<file path="config.mk">
export PLATFORM = sky130hd
export DESIGN_NAME = svc_soc_uart_rx_reg
export DESIGN_NICKNAME = d
export VERILOG_FILES = /design/src/rtl/svc_uart_rx_pkg.sv /design/src/rtl/svc_uart_rx_core.sv /design/src/rtl/svc_soc_uart_rx_reg.sv
export SDC_FILE = /design/constraint.sdc
export NUM_CORES = 1
export LEC_CHECK = 0
export ABC_AREA = 1
export BUFFER_PORTS_ARGS = -buffer_cell sky130_fd_sc_hd__buf_2
export CORE_MARGIN = 4
export CORE_UTILIZATION = 45
export CTS_CLUSTER_DIAMETER = 60
export DETAILED_ROUTE_END_ITERATION = 8
export GPL_ROUTABILITY_DRIVEN = 0
export PLACE_DENSITY = 0.76
export SLEW_MARGIN = 20
export SYNTH_ARGS = -nofsm -noshare
export SYNTH_HDL_FRONTEND = slang
export SYNTH_SLANG_ARGS = --single-unit
export TNS_END_PERCENT = 1
</file>
<file path="constraint.sdc">
create_clock -name clk -period 5.3 [get_ports clk]
set_clock_uncertainty 0.05 [all_clocks]
set_input_delay 0 -clock clk [delete_from_list [all_inputs] [get_ports clk]]
set_output_delay 0 -clock clk [all_outputs]
set_load 0.01 [all_outputs]
</file>
<file path="src/rtl/svc_uart_rx_pkg.sv">
// rtl/svc_uart_rx_pkg.sv - shared definitions for the UART receive peripheral
// Purpose : register offsets, STATUS bit positions and receiver FSM states
//           used by svc_uart_rx_core and svc_soc_uart_rx_reg.
// Ports   : none (package).
package svc_uart_rx_pkg;

    localparam logic [3:0] REG_RXDATA = 4'h0;
    localparam logic [3:0] REG_STATUS = 4'h4;

    // STATUS register bit positions
    localparam int STAT_OVERRUN   = 0;
    localparam int STAT_FRAME_ERR = 1;
    localparam int STAT_FULL      = 2;
    localparam int STAT_COUNT_LSB = 16;

    typedef enum logic [2:0] {
        IDLE,
        START,
        DATA,
        STOP,
        BREAK
    } rx_state_e;

endpackage

</file>
<file path="src/rtl/svc_uart_rx_core.sv">
// rtl/svc_uart_rx_core.sv - 8N1 deserializer with input synchronizer
// Purpose : synchronizes the async rx pin, times bit centres with a baud
//           counter and assembles bytes LSB first.
// Ports   : i_clk, i_rst      - core clock, synchronous active-high reset
//           i_rx              - async serial input, idle high
//           o_byte_valid      - 1-cycle pulse, o_byte_data holds a good byte
//           o_byte_data [7:0] - received byte
//           o_frame_err       - 1-cycle pulse on a stop bit sampled low
module svc_uart_rx_core
    import svc_uart_rx_pkg::*;
#(
    parameter int CLKS_PER_BIT = 868
) (
    input  logic       i_clk,
    input  logic       i_rst,
    input  logic       i_rx,
    output logic       o_byte_valid,
    output logic [7:0] o_byte_data,
    output logic       o_frame_err
);

    localparam int CW = $clog2(CLKS_PER_BIT);
    localparam logic [CW-1:0] HALF_BIT = CW'(CLKS_PER_BIT / 2 - 1);
    localparam logic [CW-1:0] FULL_BIT = CW'(CLKS_PER_BIT - 1);

    logic            r_sync1;
    logic            r_sync2;
    rx_state_e       r_state;
    logic [CW-1:0]   r_cnt;
    logic [2:0]      r_bit_idx;
    logic [7:0]      r_shift;

    logic w_rx;
    assign w_rx = r_sync2;

    always_ff @(posedge i_clk) begin
        if (i_rst) begin
            // Sync flops preset to the idle line level so reset does not
            // look like a start bit.
            r_sync1      <= 1'b1;
            r_sync2      <= 1'b1;
            r_state      <= IDLE;
            r_cnt        <= '0;
            r_bit_idx    <= '0;
            r_shift      <= '0;
            o_byte_valid <= 1'b0;
            o_byte_data  <= '0;
            o_frame_err  <= 1'b0;
        end else begin
            r_sync1      <= i_rx;
            r_sync2      <= r_sync1;
            o_byte_valid <= 1'b0;
            o_frame_err  <= 1'b0;
            unique case (r_state)
                IDLE: begin
                    if (!w_rx) begin
                        r_state <= START;
                        r_cnt   <= HALF_BIT;
                    end
                end
                START: begin
                    if (r_cnt != '0) begin
                        r_cnt <= r_cnt - 1'b1;
                    end else if (!w_rx) begin
                        // Still low at mid start bit: genuine frame.
                        r_state   <= DATA;
                        r_cnt     <= FULL_BIT;
                        r_bit_idx <= '0;
                    end else begin
                        r_state <= IDLE;
                    end
                end
                DATA: begin
                    if (r_cnt != '0) begin
                        r_cnt <= r_cnt - 1'b1;
                    end else begin
                        r_shift <= {w_rx, r_shift[7:1]};
                        r_cnt   <= FULL_BIT;
                        if (r_bit_idx == 3'd7) begin
                            r_state <= STOP;
                        end else begin
                            r_bit_idx <= r_bit_idx + 1'b1;
                        end
                    end
                end
                STOP: begin
                    if (r_cnt != '0) begin
                        r_cnt <= r_cnt - 1'b1;
                    end else if (w_rx) begin
                        o_byte_valid <= 1'b1;
                        o_byte_data  <= r_shift;
                        r_state      <= IDLE;
                    end else begin
                        o_frame_err <= 1'b1;
                        r_state     <= BREAK;
                    end
                end
                BREAK: begin
                    // Hold off new start detection until the line is released.
                    if (w_rx) begin
                        r_state <= IDLE;
                    end
                end
                default: r_state <= IDLE;
            endcase
        end
    end

endmodule

</file>
<file path="src/rtl/svc_soc_uart_rx_reg.sv">
// rtl/svc_soc_uart_rx_reg.sv - UART receive peripheral on the SoC I/O bus
// Purpose : buffers received bytes in a FIFO and exposes RXDATA (pop on read)
//           and STATUS (occupancy, full, W1C sticky errors) registers.
// Ports   : clk, rst              - core clock, synchronous active-high reset
//           io_ren/io_raddr       - read strobe and byte address
//           io_rdata              - read data, registered, 1 cycle after io_ren
//           io_wen/io_waddr/io_wdata/io_wstrb - write port (STATUS W1C only)
//           uart_rx               - async serial input, idle high
//           rx_irq                - FIFO non-empty or any sticky error
module svc_soc_uart_rx_reg
    import svc_uart_rx_pkg::*;
#(
    parameter int          CLOCK_FREQ = 100_000_000,
    parameter int          BAUD_RATE  = 115_200,
    parameter int          FIFO_DEPTH = 16,
    parameter logic [31:0] BASE_ADDR  = 32'h0000_0100
) (
    input  logic        clk,
    input  logic        rst,
    input  logic        io_ren,
    input  logic [31:0] io_raddr,
    output logic [31:0] io_rdata,
    input  logic        io_wen,
    input  logic [31:0] io_waddr,
    input  logic [31:0] io_wdata,
    input  logic [3:0]  io_wstrb,
    input  logic        uart_rx,
    output logic        rx_irq
);

    localparam int CLKS_PER_BIT = CLOCK_FREQ / BAUD_RATE;
    localparam int AW           = $clog2(FIFO_DEPTH);

    if (CLKS_PER_BIT < 4) begin : g_bad_baud
        $error("svc_soc_uart_rx_reg: CLKS_PER_BIT must be >= 4");
    end
    if (FIFO_DEPTH < 2 || (1 << AW) != FIFO_DEPTH) begin : g_bad_depth
        $error("svc_soc_uart_rx_reg: FIFO_DEPTH must be a power of 2 >= 2");
    end

    logic       w_byte_valid;
    logic [7:0] w_byte_data;
    logic       w_frame_err;

    svc_uart_rx_core #(
        .CLKS_PER_BIT(CLKS_PER_BIT)
    ) u_core (
        .i_clk        (clk),
        .i_rst        (rst),
        .i_rx         (uart_rx),
        .o_byte_valid (w_byte_valid),
        .o_byte_data  (w_byte_data),
        .o_frame_err  (w_frame_err)
    );

    // FIFO: pointers carry one extra MSB so full and empty are distinct.
    logic [7:0]  r_mem [FIFO_DEPTH];
    logic [AW:0] r_wptr;
    logic [AW:0] r_rptr;
    logic [AW:0] w_count;
    logic        w_empty;
    logic        w_full;

    assign w_count = r_wptr - r_rptr;
    assign w_empty = (w_count == '0);
    assign w_full  = (w_count == (AW+1)'(FIFO_DEPTH));

    logic w_rhit;
    logic w_whit;
    logic w_pop;
    logic w_push;
    logic w_ovr_set;
    logic w_ovr_clr;
    logic w_ferr_clr;

    assign w_rhit = (io_raddr[31:4] == BASE_ADDR[31:4]);
    assign w_whit = (io_waddr[31:4] == BASE_ADDR[31:4]);
    assign w_pop  = io_ren && w_rhit && (io_raddr[3:0] == REG_RXDATA) && !w_empty;
    // A pop in the same cycle frees the slot, so a full FIFO still accepts.
    assign w_push    = w_byte_valid && (!w_full || w_pop);
    assign w_ovr_set = w_byte_valid && w_full && !w_pop;

    logic w_status_w1c;
    assign w_status_w1c = io_wen && w_whit && (io_waddr[3:0] == REG_STATUS) && io_wstrb[0];
    assign w_ovr_clr    = w_status_w1c && io_wdata[0];
    assign w_ferr_clr   = w_status_w1c && io_wdata[1];

    logic r_overrun;
    logic r_frame_err;

    always_ff @(posedge clk) begin
        if (w_push) begin
            r_mem[r_wptr[AW-1:0]] <= w_byte_data;
        end
    end

    always_ff @(posedge clk) begin
        if (rst) begin
            r_wptr      <= '0;
            r_rptr      <= '0;
            r_overrun   <= 1'b0;
            r_frame_err <= 1'b0;
        end else begin
            if (w_push) r_wptr <= r_wptr + 1'b1;
            if (w_pop)  r_rptr <= r_rptr + 1'b1;
            // Set wins over a simultaneous W1C.
            r_overrun   <= w_ovr_set   | (r_overrun   & ~w_ovr_clr);
            r_frame_err <= w_frame_err | (r_frame_err & ~w_ferr_clr);
        end
    end

    logic [31:0] w_status;
    always_comb begin
        w_status                   = '0;
        w_status[31:STAT_COUNT_LSB] = 16'(w_count);
        w_status[STAT_FULL]        = w_full;
        w_status[STAT_FRAME_ERR]   = r_frame_err;
        w_status[STAT_OVERRUN]     = r_overrun;
    end

    logic [31:0] r_rdata;
    always_ff @(posedge clk) begin
        if (rst) begin
            r_rdata <= '0;
        end else if (io_ren && w_rhit) begin
            case (io_raddr[3:0])
                REG_RXDATA: r_rdata <= w_empty ? 32'd0
                                               : {23'd0, 1'b1, r_mem[r_rptr[AW-1:0]]};
                REG_STATUS: r_rdata <= w_status;
                default:    r_rdata <= '0;
            endcase
        end else begin
            r_rdata <= '0;
        end
    end

    assign io_rdata = r_rdata;
    assign rx_irq   = !w_empty || r_overrun || r_frame_err;

    logic w_unused;
    assign w_unused = ^{io_wstrb[3:1], io_wdata[31:2]};

endmodule

</file>
==> run_results.csv <==
group,metric,value,unit
global_route,grt.overflow.total,0,
global_route,grt_use_total,16.74,%
logic_synthesis,syn_avg_cell_area,9.519,um^2
route,drt_wl_total,17870,um
route,wire_per_inst,14.39,um
clock_tree,cts_made_buffers,17,
sta,setup_ws,2.131,ns
power,p_leak,4.049,nW
die,start_util,45.80,%
sta,worst_slew_pin_slew,0.9070,ns
clock_tree,root_buffer,"clkbuf_16",
critical_path,cp.arrival,3.18,ns
clock_tree,cts_tree,"built",
final_layout,syn_to_final_growth,14.72,%
final_layout,final_cell_mix,"nand2_1 (130), edfxtp_1 (128), inv_1 (112)",
critical_path,start_kind,"flip-flop",
clock_tree,clkSlewWorstSetupHoldPaths,0.07,ns
logic_synthesis,synth_cell_types,35,
route,drc,0,
clock_tree,cts_num_sinks,194,
final_layout,drive_above_1_share,13.99,%
placed_design,place_worst_setup_slack,2.132,ns
clock_tree,clk_latency,0.43,ns
logic_synthesis,synth_edf_count,128,
critical_path,worstSetupPathType,"flip-flop to flip-flop",
sta,post-route-period-util,59.80,%
logic_synthesis,syn_area,8596,um^2
die,die_w,146.2,um
placed_design,io_buffers,86,
sta,final-setup-viol-count,0,
power,p_per_area,348.5,nW/um^2
global_route,grt_pass1_vias,5837,
logic_synthesis,async_reset_ff_share,0,%
route,via_count,6277,
die,die_area,21380,um^2
logic_synthesis,synth_cells,903,
sta,fmaxAchievable,315.5,MHz
placed_design,place_hpwl,11950,um
route,vias_per_cell,5.054,
die,fp.dieH,146.2,um
sta,fin_tns_setup,0,ns
logic_synthesis,ys_seq_elements,194,
global_route,gr-usage-met1,21.81,%
sta,final_hold_viol_count,0,
flow_run,maxCapViolCount,0,
critical_path,cp_max_fo,10,
clock_tree,cts_setup_buffers,0,
final_layout,final_nets,1113,
clock_tree,ctsHtreeMaxLevel,4,
route,drt_iter0_markers,456,
global_route,grt_use_met3,2.669,%
logic_synthesis,synthFlopType,"edfxtp_1",
global_route,grt_pass1_wl,28760,um
sta,max-slew-margin-rel,39.47,%
clock_tree,clockBufferDepth,2,
logic_synthesis,ys_seq_area_share,60.09,%
critical_path,critPathRequiredTime,5.31,ns
outcome,status,"completed",
sta,slew_viol_final,0,
final_layout,diodes,0,
route,ant_nets,0,
sta,hold_slack,0.02213,ns
critical_path,cp-end-kind,"flip-flop",
global_route,grt_antenna_before_repair,0,
route,dr.pass1.iters,7,
die,core.rowCount,50,
global_route,grt.busiest_layer,"met2",
global_route,use_met2,28.02,%
power,ir_worst_vdd,0.0002454,V
die,ios,138,
die,core,18770,um^2
logic_synthesis,yosys_warnings,0,
sta,grt_setup_unrepaired,"no",
final_layout,final_common_cell,"nand2_1",
sta,period_minus_slack,3.169,ns
hold_path,hold_path.class,"input port to flip-flop",
global_route,grt_max_degree,81,
cells by family after synthesis:
| kind of cell | after synthesis | share of synthesized area [%] |
|---|---|---|
| xor gates and xnor gates | 10 | 1.019 |
| AOI/OAI and AO/OA | 187 | 11.31 |
| DFF | 194 | 60.09 |
| adders and majority gates | 13 | 1.980 |
| other | 1 | 0.04363 |
| muxes | 12 | 1.412 |
| and+or+nand+nor | 320 | 15.94 |
| buffers and inverters | 166 | 8.210 |
final timing paths:
kind	to	slack, ns	start	cells past startpoint
setup / recovery	r_mem[6][1]	2.13	r_rptr[0]	11
setup reg to reg	r_mem[6][1]	2.13	r_rptr[0]	11
hold / removal	io_rdata[2]	0.02	io_raddr[1]	7
hold reg to reg	u_core.r_sync2	0.37	u_core.r_sync1	1
repair_timing:
action	in CTS	in global routing
resized for setup	0	0
hold buffers	14	0
endpoints found under the hold margin	24	0
area by class of cell:
class                   count  area, um^2
multi-input cells         560        2799
clock buffers              17       425.4
fillers                  1634        8907
well taps                 234       292.8
inverters                 119       446.7
clock inverters            15       135.1
repair buffers            103       593.1
flip-flops and latches    194        5169
stage by stage:
step / instance area [um^2] / util [%] / std cells / power [mW]
final: 9861 / 52.54 / 1242 / 3.436
after global routing: 9861 / 52.54 / 1242 / 3.602
after CTS: 9851 / 52.49 / 1242 / 3.453
after detailed placement: 9150 / 48.75 / 1196 / 2.251
after global placement: 9150 / 48.75 / 1196 / 2.241
after floorplan: 8660 / - / 920 / 2.156
synthesized netlist by cell type, drive strengths merged, types with 2 or more instances:
cell,number,share of area [%]
a21oi,81,4.7
buf,25,2.1
clkbuf,22,0.96
clkinv,2,0.087
dfxtp,66,15
edfxtp,128,45
ha,12,1.7
inv,117,5.1
mux2i,11,1.3
nand2,132,5.9
nand3,50,3.1
nand4,8,0.58
nor2,106,4.7
nor3,12,0.83
nor4,4,0.29
o211ai,13,1.1
o21ai,91,5.3
or2,7,0.51
xnor2,3,0.31
xor2,7,0.71
report_power, final:
group / leakage [nW] / total, mW / switching (mW) / internal [mW]
logic: 2.17 / 0.528 / 0.349 / 0.179
registers: 1.61 / 1.71 / 0.0490 / 1.66
clock network: 0.268 / 1.20 / 0.552 / 0.651
total: 4.05 / 3.44 / 0.950 / 2.49
registers in the layout, summed over array words and instances (netlist names), named ones only:
signal	count
r_rptr	5
r_overrun	1
r_wptr	5
u_core.o_frame_err	1
u_core.r_bit_idx	3
u_core.r_shift	8
u_core.o_byte_data	8
u_core.r_state	3
r_mem	128
r_frame_err	1
u_core.o_byte_valid	1
io_rdata	14
u_core.r_cnt	10
u_core.r_sync1	1
u_core.r_sync2	1
routing by layer:
layer  vias up  share of wire (%)  wire [um]
li1       3193                  -          -
met1      2910                 43       7676
met2       140                 50       8899
met3        34                4.8        860
met4         0                2.4        435
met5         -                  0          0
worst max-delay path, stage by stage, from the launching register on:
cell,delay (ns)
dfxtp_1,0.47
ha_1,0.19
inv_1,0.05
fa_1,0.41
xnor2_1,0.17
nand3_1,0.10
nor2_1,0.09
nand3_2,0.19
nand2_1,0.10
inv_1,0.15
nand2_1,0.19
nor2_1,0.63
Power figures use the tool's default switching activity.
